**src/rtl/nvdla_dbb_initiator.sv**
```systemverilog
// -----------------------------------------------------------------------------
// nvdla_dbb_initiator
//
// Single-outstanding-transaction master for the NVDLA data backbone (DBB).
// It takes one command at a time (write or read burst of 1..16 beats). It
// issues the request on the matching DBB channel. Write beats pass from the
// input stream to the DBB write-data channel, and read beats pass from the
// DBB read-data channel to the output stream. Once the burst finishes it
// pulses done_o, with err_o set on any id or burst-length disagreement.
//
// Ports
//   clk_i, rst_ni              clock, synchronous active-low reset
//   cmd_*                      command handshake (write/addr/len/id)
//   wdata_*                    write-beat input stream (data/strb)
//   rdata_*                    read-beat output stream (data/last)
//   dbb_wr_req_*               DBB write request channel
//   dbb_wr_dat_*               DBB write data channel
//   dbb_wr_rsp_*               DBB write response channel
//   dbb_rd_req_*               DBB read request channel
//   dbb_rd_dat_*               DBB read data channel
//   done_o, err_o              end-of-transaction pulse and its error flag
//
// Build option
//   NVDLA_DBB_INIT_TIMEOUT_EN  adds a 16-bit watchdog. If a busy state waits
//                              TIMEOUT_CYCLES cycles with no handshake on its
//                              channel, the watchdog forces DONE with err_o=1.
// -----------------------------------------------------------------------------
module nvdla_dbb_initiator #(
  parameter int unsigned DATA_WIDTH     = 64,
  parameter int unsigned TIMEOUT_CYCLES = 1024
) (
  input  logic                    clk_i,
  input  logic                    rst_ni,
  input  logic                    cmd_valid_i,
  output logic                    cmd_ready_o,
  input  logic                    cmd_write_i,
  input  logic [31:0]             cmd_addr_i,
  input  logic [3:0]              cmd_len_i,
  input  logic [7:0]              cmd_id_i,
  input  logic                    wdata_valid_i,
  output logic                    wdata_ready_o,
  input  logic [DATA_WIDTH-1:0]   wdata_data_i,
  input  logic [DATA_WIDTH/8-1:0] wdata_strb_i,
  output logic                    rdata_valid_o,
  input  logic                    rdata_ready_i,
  output logic [DATA_WIDTH-1:0]   rdata_data_o,
  output logic                    rdata_last_o,
  output logic                    dbb_wr_req_valid_o,
  input  logic                    dbb_wr_req_ready_i,
  output logic [31:0]             dbb_wr_req_addr_o,
  output logic [3:0]              dbb_wr_req_len_o,
  output logic [7:0]              dbb_wr_req_id_o,
  output logic                    dbb_wr_dat_valid_o,
  input  logic                    dbb_wr_dat_ready_i,
  output logic [DATA_WIDTH-1:0]   dbb_wr_dat_data_o,
  output logic [DATA_WIDTH/8-1:0] dbb_wr_dat_strb_o,
  output logic                    dbb_wr_dat_last_o,
  input  logic                    dbb_wr_rsp_valid_i,
  output logic                    dbb_wr_rsp_ready_o,
  input  logic [7:0]              dbb_wr_rsp_id_i,
  output logic                    dbb_rd_req_valid_o,
  input  logic                    dbb_rd_req_ready_i,
  output logic [31:0]             dbb_rd_req_addr_o,
  output logic [3:0]              dbb_rd_req_len_o,
  output logic [7:0]              dbb_rd_req_id_o,
  input  logic                    dbb_rd_dat_valid_i,
  output logic                    dbb_rd_dat_ready_o,
  input  logic [DATA_WIDTH-1:0]   dbb_rd_dat_data_i,
  input  logic                    dbb_rd_dat_last_i,
  input  logic [7:0]              dbb_rd_dat_id_i,
  output logic                    done_o,
  output logic                    err_o
);

  typedef enum logic [2:0] {
    ST_IDLE, ST_WREQ, ST_WDATA, ST_WRESP, ST_RREQ, ST_RDATA, ST_DONE
  } state_e;

  state_e      state_q, state_d;
  logic [31:0] addr_q, addr_d;
  logic [3:0]  len_q, len_d;
  logic [7:0]  id_q, id_d;
  logic [3:0]  cnt_q, cnt_d;
  logic        err_q, err_d;

  // Beats actually transferred in the current state.
  logic wbeat, rbeat, chan_hs, timeout;
  assign wbeat = (state_q == ST_WDATA) && wdata_valid_i && dbb_wr_dat_ready_i;
  assign rbeat = (state_q == ST_RDATA) && dbb_rd_dat_valid_i && rdata_ready_i;
  assign chan_hs = ((state_q == ST_WREQ)  && dbb_wr_req_ready_i) ||
                   ((state_q == ST_RREQ)  && dbb_rd_req_ready_i) ||
                   ((state_q == ST_WRESP) && dbb_wr_rsp_valid_i) ||
                   wbeat || rbeat;

`ifdef NVDLA_DBB_INIT_TIMEOUT_EN
  logic [15:0] wd_q, wd_d;
  logic        busy;
  assign busy = (state_q != ST_IDLE) && (state_q != ST_DONE);
  // Counts consecutive stalled cycles; the cycle that would reach the limit
  // is the one that bails out.
  assign wd_d    = (busy && !chan_hs) ? wd_q + 16'd1 : 16'd0;
  assign timeout = busy && !chan_hs && (wd_q == 16'(TIMEOUT_CYCLES - 1));

  always_ff @(posedge clk_i) begin
    if (!rst_ni) wd_q <= '0;
    else         wd_q <= wd_d;
  end
`else
  // Without the watchdog the limit has no meaning; keep it referenced.
  logic unused_timeout_cfg;
  assign unused_timeout_cfg = ^TIMEOUT_CYCLES;
  assign timeout            = 1'b0;
`endif

  // NOTE: state is updated with non-blocking assignments so every register
  // samples the pre-edge values regardless of statement order.
  always_ff @(posedge clk_i) begin
    if (!rst_ni) begin
      state_q <= ST_IDLE;
      addr_q  <= '0;
      len_q   <= '0;
      id_q    <= '0;
      cnt_q   <= '0;
      err_q   <= 1'b0;
    end else begin
      state_q <= state_d;
      addr_q  <= addr_d;
      len_q   <= len_d;
      id_q    <= id_d;
      cnt_q   <= cnt_d;
      err_q   <= err_d;
    end
  end

  // NOTE: every variable gets a hold/default value first so no path through
  // the case statement can leave one unassigned and infer a latch.
  always_comb begin
    state_d = state_q;
    addr_d  = addr_q;
    len_d   = len_q;
    id_d    = id_q;
    cnt_d   = cnt_q;
    err_d   = err_q;
    unique case (state_q)
      ST_IDLE: if (cmd_valid_i) begin
        addr_d  = cmd_addr_i;
        len_d   = cmd_len_i;
        id_d    = cmd_id_i;
        cnt_d   = '0;
        err_d   = 1'b0;
        state_d = cmd_write_i ? ST_WREQ : ST_RREQ;
      end
      ST_WREQ:  if (dbb_wr_req_ready_i) state_d = ST_WDATA;
      ST_WDATA: if (wbeat) begin
        cnt_d = cnt_q + 4'd1;
        if (cnt_q == len_q) state_d = ST_WRESP;
      end
      ST_WRESP: if (dbb_wr_rsp_valid_i) begin
        if (dbb_wr_rsp_id_i != id_q) err_d = 1'b1;
        state_d = ST_DONE;
      end
      ST_RREQ:  if (dbb_rd_req_ready_i) state_d = ST_RDATA;
      ST_RDATA: if (rbeat) begin
        cnt_d = cnt_q + 4'd1;
        // Slave's last flag must coincide exactly with the final beat.
        if ((dbb_rd_dat_id_i != id_q) ||
            (dbb_rd_dat_last_i != (cnt_q == len_q))) err_d = 1'b1;
        if (dbb_rd_dat_last_i || (cnt_q == len_q)) state_d = ST_DONE;
      end
      ST_DONE:  state_d = ST_IDLE;
      default:  state_d = ST_IDLE;
    endcase
    if (timeout) begin
      state_d = ST_DONE;
      err_d   = 1'b1;
    end
  end

  // Valids are qualified with rst_ni so they fall as soon as reset is asserted
  // rather than at the following edge.
  always_comb begin
    cmd_ready_o        = 1'b0;
    wdata_ready_o      = 1'b0;
    rdata_valid_o      = 1'b0;
    rdata_data_o       = '0;
    rdata_last_o       = 1'b0;
    dbb_wr_req_valid_o = 1'b0;
    dbb_wr_dat_valid_o = 1'b0;
    dbb_wr_dat_data_o  = '0;
    dbb_wr_dat_strb_o  = '0;
    dbb_wr_dat_last_o  = 1'b0;
    dbb_wr_rsp_ready_o = 1'b0;
    dbb_rd_req_valid_o = 1'b0;
    dbb_rd_dat_ready_o = 1'b0;
    done_o             = 1'b0;
    err_o              = 1'b0;
    unique case (state_q)
      ST_IDLE:  cmd_ready_o = 1'b1;
      ST_WREQ:  dbb_wr_req_valid_o = rst_ni;
      ST_WDATA: begin
        dbb_wr_dat_valid_o = wdata_valid_i && rst_ni;
        wdata_ready_o      = dbb_wr_dat_ready_i;
        dbb_wr_dat_data_o  = wdata_data_i;
        dbb_wr_dat_strb_o  = wdata_strb_i;
        dbb_wr_dat_last_o  = (cnt_q == len_q);
      end
      ST_WRESP: dbb_wr_rsp_ready_o = 1'b1;
      ST_RREQ:  dbb_rd_req_valid_o = rst_ni;
      ST_RDATA: begin
        rdata_valid_o      = dbb_rd_dat_valid_i && rst_ni;
        dbb_rd_dat_ready_o = rdata_ready_i;
        rdata_data_o       = dbb_rd_dat_data_i;
        rdata_last_o       = dbb_rd_dat_last_i;
      end
      ST_DONE: begin
        done_o = rst_ni;
        err_o  = err_q && rst_ni;
      end
      default: ;
    endcase
  end

  assign dbb_wr_req_addr_o = addr_q;
  assign dbb_wr_req_len_o  = len_q;
  assign dbb_wr_req_id_o   = id_q;
  assign dbb_rd_req_addr_o = addr_q;
  assign dbb_rd_req_len_o  = len_q;
  assign dbb_rd_req_id_o   = id_q;

endmodule
```
**config.mk**
```make
export PLATFORM = sky130hd
export DESIGN_NAME = nvdla_dbb_initiator
export DESIGN_NICKNAME = d
export VERILOG_FILES = /design/src/rtl/nvdla_dbb_initiator.sv
export SDC_FILE = /design/constraint.sdc
export NUM_CORES = 1
export LEC_CHECK = 0
export ABC_AREA = 1
export CORE_AREA = 2 2 171 173
export CTS_BUF_LIST = sky130_fd_sc_hd__clkbuf_8
export CTS_CLUSTER_DIAMETER = 30
export CTS_CLUSTER_SIZE = 20
export DETAILED_ROUTE_END_ITERATION = 8
export DIE_AREA = 0 0 173 175
export DONT_BUFFER_PORTS = 1
export PLACE_DENSITY_LB_ADDON = 0.3
export SETUP_SLACK_MARGIN = 0.05
export SYNTH_ARGS = -nofsm -noshare
export SYNTH_HDL_FRONTEND = slang
export SYNTH_SLANG_ARGS = --single-unit
```
**constraint.sdc**
```tcl
create_clock -name clk_i -period 5 [get_ports clk_i]
set_input_delay 1.5 -clock clk_i [delete_from_list [all_inputs] [get_ports clk_i]]
set_output_delay 1.5 -clock clk_i [all_outputs]
set_load 0.03 [all_outputs]
```
==> implementation parameters, run 1 <==
Parameter                              Value

Finish
  Finished Layout Cells ... about 1,100
  Fraction of layout instances using a drive strength above 1 ... 10.6%
  Layout-stage area growth over the synthesis result ... 12.0%
  Most frequent cells in the layout ... 169 x sky130_fd_sc_hd__inv_1, 160 x sky130_fd_sc_hd__nor2_1, 98 x sky130_fd_sc_hd__nand2_1
  Number of fill cells ... roughly 3,400
  Final standard cell utilization of the core ... about 16%
  Final instance area ... about 0.0044 mm²
  Fin nets ... 897
  Most common library cell in the layout ignoring fill and taps ... sky130_fd_sc_hd__inv_1

GRT
  Number of antenna violations at the first check in global routing ... 3
  Via count of the first global-routing pass ... just over 4,000
  First-pass GRT wire length ... roughly 28,000 µm
  Combined global-route utilization of all metal layers ... ~13%
  Largest net degree at the start of global routing ... 60
  Total gr overflow ... 0

Detailed routing
  Vias per cell ... roughly 4
  First DRT Iteration DRCs ... 193
  Via count of the routed design ... 4,191
  Detailed Routing Iterations Pass 1 ... 6
  Antenna-violating nets left ... 0
  Drt drc ... 0
  Routed length per instance ... ~20 µm
  Wirelength, routed ... 21,000 µm

Floorplanning
  Die area ... 0.0303 mm²
  Std-Cell Rows ... 62
  Effective utilization at floorplan ... around 14%
  Die extent in y ... around 180 µm
  Count of pins on the block boundary ... between 400 and 500
  DIE WIDTH ... 173 µm
  Core region area ... 0.0284 mm²

Clocking
  Clock net sink count ... 52
  Worst-case clock buffer depth ... 2
  Buffers inserted during post-CTS setup optimization ... 0
  CTS tree ... done
  Count of instances resized after the clock tree is built ... 0
  Post-CTS clock slew at the launch and capture registers of the worst setup and hold paths ... around 0.090 ns
  Clk_lat worst skew ... around 0.33 ns
  Cts bufs inserted ... 5
  Post-CTS Hold Fix Bufs ... 0
  Root buffer cell ... sky130_fd_sc_hd__clkbuf_8
  H-tree levels ... 2

Synthesis
  Number of synthesized register bits ... 52
  Share of synthesized cell area in and, or, nand and nor gates ... between 30 and 40%
  Count of flip-flops with a built-in enable after synthesis ... 0
  Synth warn ... 0
  Multiplexer area fraction after synthesis ... 0%
  Synthesized instance count ... 708
  Distinct cell type count of the synthesized netlist ... 22
  Post-synthesis instance area ... between 0.003 and 0.004 mm²
  Share of synthesized area occupied by flip-flops and latches ... 26.3%
  Post-synth net total ... 918
  Combinational family with the most area after synthesis ... simple AND/OR/NAND/NOR gates
  Share of async-settable or async-resettable flops after synthesis ... 0%
  Xor and xnor area share after synthesis ... 1.11%
  Flip-flop cell with the highest count after synthesis ... sky130_fd_sc_hd__dfxtp_1
  Average size of a mapped cell ... between 5 and 6 µm²
  Post-synthesis compound-gate area fraction ... under 10%
  Post-synthesis share of cell area spent on full adders, half adders and majority gates ... 0.632%

Setup path
  Critical Path, Cell by Cell ... clkinv_1, buf_4, nor4_2, buf_4
  Count of buffer and inverter cells on the critical path ... 3
  Slowest-stage cell, CP ... sky130_fd_sc_hd__nor4_2
  CP Launch Type ... input pin
  Worst R2R Start ... state_q[2]
  Cell type group with the largest total delay on the critical path ... buffers and inverters
  Category of the critical setup timing path ... in2out
  Worst endpoint data arrival time ... roughly 2.4 ns
  Critical path required time ... between 3 and 4 ns
  Setup crit start ... rst_ni
  Largest stage delay, worst path ... roughly 0.29 ns
  Endpoint class of the critical path ... output port
  Max Fanout on Critical Path ... 29
  Dominant cell type by count on the critical path ... sky130_fd_sc_hd__buf_4

Timing
  Setup repair after global routing missed its margin ... no
  Worst hold slack ... around 0.50 ns
  Number of setup violations in the final report ... 0
  Clock tree skew after final layout ... ~0.015 ns
  Final critical path time including I/O delays and setup ... roughly 4 ns
  Post-route worst setup slack ... between 1 and 1.5 ns
  FMAX ... around 0.26 GHz
  Final Hold Viols ... 0
  Final Max Slew Viols ... 0
  Portion of the clock cycle consumed by the worst path in the final layout ... about 78%
  Actual slew at the worst max-slew pin ... about 0.85 ns
  Sum Neg Setup Slack ... 0 ns
  Worst-case headroom to the max-slew limit ... 43.0%

Job
  Max Cap Viol ... 0

Placed design
  PortBufs ... 0
  RD Place Congestion ... 0.911
  DP Wirelength ... around 18,000 µm
  Pre-CTS setup slack ... around 1.1 ns
  Placed Area ... roughly 0.0043 mm²
  Placed cell count ... 1,064

Power and ir drop
  Sum of internal, switching and leakage power ... ~2.3 mW
  Total leakage power ... approximately 2.4 nW
  Maximum VDD drop ... approximately 0.20 mV
  Power Dens Cells ... approximately 510 mW/mm²

Min path
  Worst min-delay path class ... reg2reg
  Hold path startpoint ... cnt_q[3]

Outcome
  Status ... complete, no violations
-- report_power, final --
| part | leakage [nW] | internal (mW) | switching (mW) |
|---|---|---|---|
| Combinational | 1.93 | 0.239 | 0.818 |
| Clock | 0.0503 | 0.124 | 0.150 |
| Sequential | 0.426 | 0.505 | 0.418 |
| Total | 2.41 | 0.867 | 1.39 |
-- flip-flops by register name, indices dropped and copies added, names as in the netlist --
| signal | flops |
|---|---|
| dbb_rd_req_len_o | 4 |
| dbb_rd_req_addr_o | 32 |
| state_q | 3 |
| cnt_q | 4 |
| dbb_rd_req_id_o | 8 |
| err_q | 1 |
-- metal layers --
metal	share of wire, %	vias to the layer above	global-route usage [%]
li1	-	1976	-
met1	42	1937	15.8
met2	47	258	21.1
met3	9.2	20	4.90
met4	1.4	0	3.14
met5	0	-	0
-- synthesized netlist by cell type, types with 5 or more instances --
| library cell | count | area, µm² |
|---|---|---|
| sky130_fd_sc_hd__o21ai_0 | 16 | 80.1 |
| sky130_fd_sc_hd__dfxtp_1 | 52 | 1040 |
| sky130_fd_sc_hd__nor2_1 | 160 | 601 |
| sky130_fd_sc_hd__nand2_2 | 5 | 31.3 |
| sky130_fd_sc_hd__nor2_2 | 6 | 37.5 |
| sky130_fd_sc_hd__a21oi_1 | 52 | 260 |
| sky130_fd_sc_hd__inv_1 | 169 | 634 |
| sky130_fd_sc_hd__nand3_1 | 47 | 235 |
| sky130_fd_sc_hd__buf_4 | 45 | 338 |
| sky130_fd_sc_hd__buf_2 | 18 | 90.1 |
| sky130_fd_sc_hd__clkbuf_1 | 13 | 48.8 |
| sky130_fd_sc_hd__nand2_1 | 98 | 368 |
| sky130_fd_sc_hd__xor2_1 | 5 | 43.8 |
-- final timing paths --
path | slack [ns] | end | cells after the start
setup reg to reg | 2.71 | dbb_rd_req_len_o[1] | 8
setup / recovery | 1.08 | dbb_rd_req_valid_o | 4
hold / removal | 0.50 | cnt_q[3] | 2
hold reg to reg | 0.50 | cnt_q[3] | 2
-- kinds of logic (layout without fill, tap and decap cells) --
group	Yosys count	after routing
simple gates	329	329
flops	52	52
other cells	0	2
buf+inv	252	231
fa+ha+maj	2	2
xor+xnor	5	5
compound gates	68	68
-- worst register-to-register path, stage by stage (launching register included) --
cell and delay [ns]:
sky130_fd_sc_hd__dfxtp_1 0.52, sky130_fd_sc_hd__inv_2 0.14, sky130_fd_sc_hd__nand2_2 0.15, sky130_fd_sc_hd__inv_2 0.11, sky130_fd_sc_hd__buf_4 0.27, sky130_fd_sc_hd__nand2_2 0.12, sky130_fd_sc_hd__buf_4 0.52, sky130_fd_sc_hd__o21ai_0 0.23
sky130_fd_sc_hd__a21oi_1 0.15
-- cell type report --
type | count | area [µm²] | share of cell area [%]
Antenna cell | 2 | 5.00 | 0.113
Tap cell | 384 | 480 | 10.8
Sequential cell | 52 | 1040 | 23.5
Timing Repair Buffer | 50 | 388 | 8.74
Inverter | 174 | 653 | 14.7
Clock buffer | 7 | 96.3 | 2.17
Multi-Input combinational cell | 404 | 1770 | 39.9
Power figures use the tool's default switching activity.
==> inputs of run 2 (changes only) <==
clock period = 3.25 ns   (was 5 ns; I/O delays follow)
==> run 2 against run 1 <==
Effect of this change: via count up 6.7%; count of clock-buffer cells in the layout is 2 lower; combinational power is 83% higher; sequential cell count unchanged; sequential power grew 46%; critical path type is now reg2out; hold slack improved by 0.0049 ns.
==> implementation parameters, run 2 (synthesized netlist as in run 1, its figures left out) <==
Parameter                              Value

Finish
  Fin nets ... a little over 1,000
  Layout-stage area growth over the synthesis result ... 33.4%
  Most frequent cells in the layout ... 170 x sky130_fd_sc_hd__inv_1, 160 x sky130_fd_sc_hd__nor2_1, 159 x sky130_fd_sc_hd__buf_4
  Fraction of layout instances using a drive strength above 1 ... between 20 and 25%
  Final standard cell utilization of the core ... between 10% and 20%
  Most common library cell in the layout ignoring fill and taps ... sky130_fd_sc_hd__inv_1
  Number of flip-flops under the largest register name ... 32

Detailed routing
  Detailed Routing Iterations Pass 1 ... 4
  Antenna-violating nets left ... 0
  Routed length per instance ... 18.0 µm
  Wirelength, routed ... 21,300 µm
  Vias per cell ... 3.76
  Via count of the routed design ... 4,470
  Drt drc ... 0
  First DRT Iteration DRCs ... approximately 270

Floorplanning
  Count of pins on the block boundary ... ~440
  DIE WIDTH ... around 170 µm
  Core region area ... between 0.02 and 0.03 mm²
  Die area ... between 0.03 and 0.04 mm²
  Effective utilization at floorplan ... between 10 and 15%
  Std-Cell Rows ... between 60 and 70
  Die extent in y ... between 150 and 200 µm

Clocking
  Buffers inserted during post-CTS setup optimization ... 0
  Root buffer cell ... sky130_fd_sc_hd__clkbuf_8
  Worst-case clock buffer depth ... 2
  Cts bufs inserted ... 5
  CTS tree ... done
  Post-CTS clock slew at the launch and capture registers of the worst setup and hold paths ... around 0.11 ns
  Clk_lat worst skew ... 0.33 ns
  Clock net sink count ... 52
  Post-CTS Hold Fix Bufs ... 0
  Count of instances resized after the clock tree is built ... 0
  H-tree levels ... 2

Power and ir drop
  Maximum VDD drop ... between 0.2 and 0.3 mV
  Sum of internal, switching and leakage power ... 3.69 mW
  Power Dens Cells ... about 700 mW/mm²
  Total leakage power ... ~3.0 nW

Setup path
  Count of buffer and inverter cells on the critical path ... 4
  Dominant cell type by count on the critical path ... sky130_fd_sc_hd__inv_2
  CP Launch Type ... flip-flop
  Critical Path, Cell by Cell ... inv_2, nand2_1, nor2_2, inv_2, buf_12, nor2_1, buf_4
  Slowest-stage cell, CP ... sky130_fd_sc_hd__dfxtp_1
  Category of the critical setup timing path ... reg2out
  Largest stage delay, worst path ... 0.50 ns
  Worst endpoint data arrival time ... 2.03 ns
  Max Fanout on Critical Path ... 28
  Cell type group with the largest total delay on the critical path ... buffers and inverters
  Endpoint class of the critical path ... output port
  Critical path required time ... between 2 and 2.5 ns

GRT
  Largest net degree at the start of global routing ... 40
  Total gr overflow ... 0
  Via count of the first global-routing pass ... ~4,500
  Combined global-route utilization of all metal layers ... about an eighth
  First-pass GRT wire length ... between 20,000 and 30,000 µm
  Number of antenna violations at the first check in global routing ... 5

Timing
  Portion of the clock cycle consumed by the worst path in the final layout ... ~90%
  Worst-case headroom to the max-slew limit ... approximately half
  Final Hold Viols ... 0
  FMAX ... roughly 0.33 GHz
  Actual slew at the worst max-slew pin ... roughly 0.77 ns
  Worst hold slack ... just over 0.5 ns
  Sum Neg Setup Slack ... 0 ns
  Final critical path time including I/O delays and setup ... 3.00 ns
  Final Max Slew Viols ... 0
  Setup repair after global routing missed its margin ... no
  Number of setup violations in the final report ... 0
  Clock tree skew after final layout ... 0.0158 ns

Placed design
  PortBufs ... 0
  RD Place Congestion ... 0.867
  DP Wirelength ... around 18,000 µm

Min path
  Worst min-delay path class ... reg2reg

Outcome
  Status ... complete, no violations

Job
  Max Cap Viol ... 0
-- run 2: where the power goes --
group          switching [mW]  total (mW)  internal [mW]
combinational            1.35        1.94          0.587
clock                   0.241       0.391          0.151
sequential              0.579        1.35          0.776
-- run 2: final timing paths --
kind | startpoint | endpoint | slack [ns] | cells after the start
hold reg to reg | err_q | err_q | 0.50 | 2
setup / recovery | state_q[2] | dbb_wr_dat_data_o[12] | 0.25 | 7
setup reg to reg | state_q[1] | cnt_q[1] | 1.23 | 7
hold / removal | err_q | err_q | 0.50 | 2
-- run 2: cell type report --
class	count	area (µm²)
fillers	3316	23100
repair buffers	161	1230
inverters	174	653
well taps	384	480
multi-input cells	404	1770
diodes	5	12.5
clock inverters	3	20.0
clock buffers	5	68.8
flip-flops and latches	52	1040
-- run 2: metrics by stage --
stage | area (µm²) | setup WS, ns | cells
6_report | 5280 | 0.248 | 1188
5_1_grt | 5270 | 0.0654 | 1184
4_1_cts | 5270 | 0.191 | 1183
3_5_place_dp | 5180 | 0.537 | 1175
3_3_place_gp | 5180 | 0.505 | 1175
2_1_floorplan | 3960 | 0.262 | 708
-- run 2: worst min-delay path, stage by stage (launching register included) --
cell and delay (ns):
sky130_fd_sc_hd__dfxtp_1 0.31, sky130_fd_sc_hd__inv_1 0.09, sky130_fd_sc_hd__a21oi_1 0.07
-- run 2: layer usage --
layer | global-route usage, % | up-vias | wire, µm
met5 | 0 | - | 0
met2 | 22.1 | 231 | 10000
met1 | 16.0 | 2016 | 9280
met4 | 2.61 | 0 | 280
met3 | 5.03 | 17 | 1770
li1 | - | 2206 | -
==> inputs of run 3 (changes only) <==
SLEW_MARGIN = 20   (was unset)
==> results of run 3 <==
The final DEF is identical to that of run 2; final timing and power are the same.
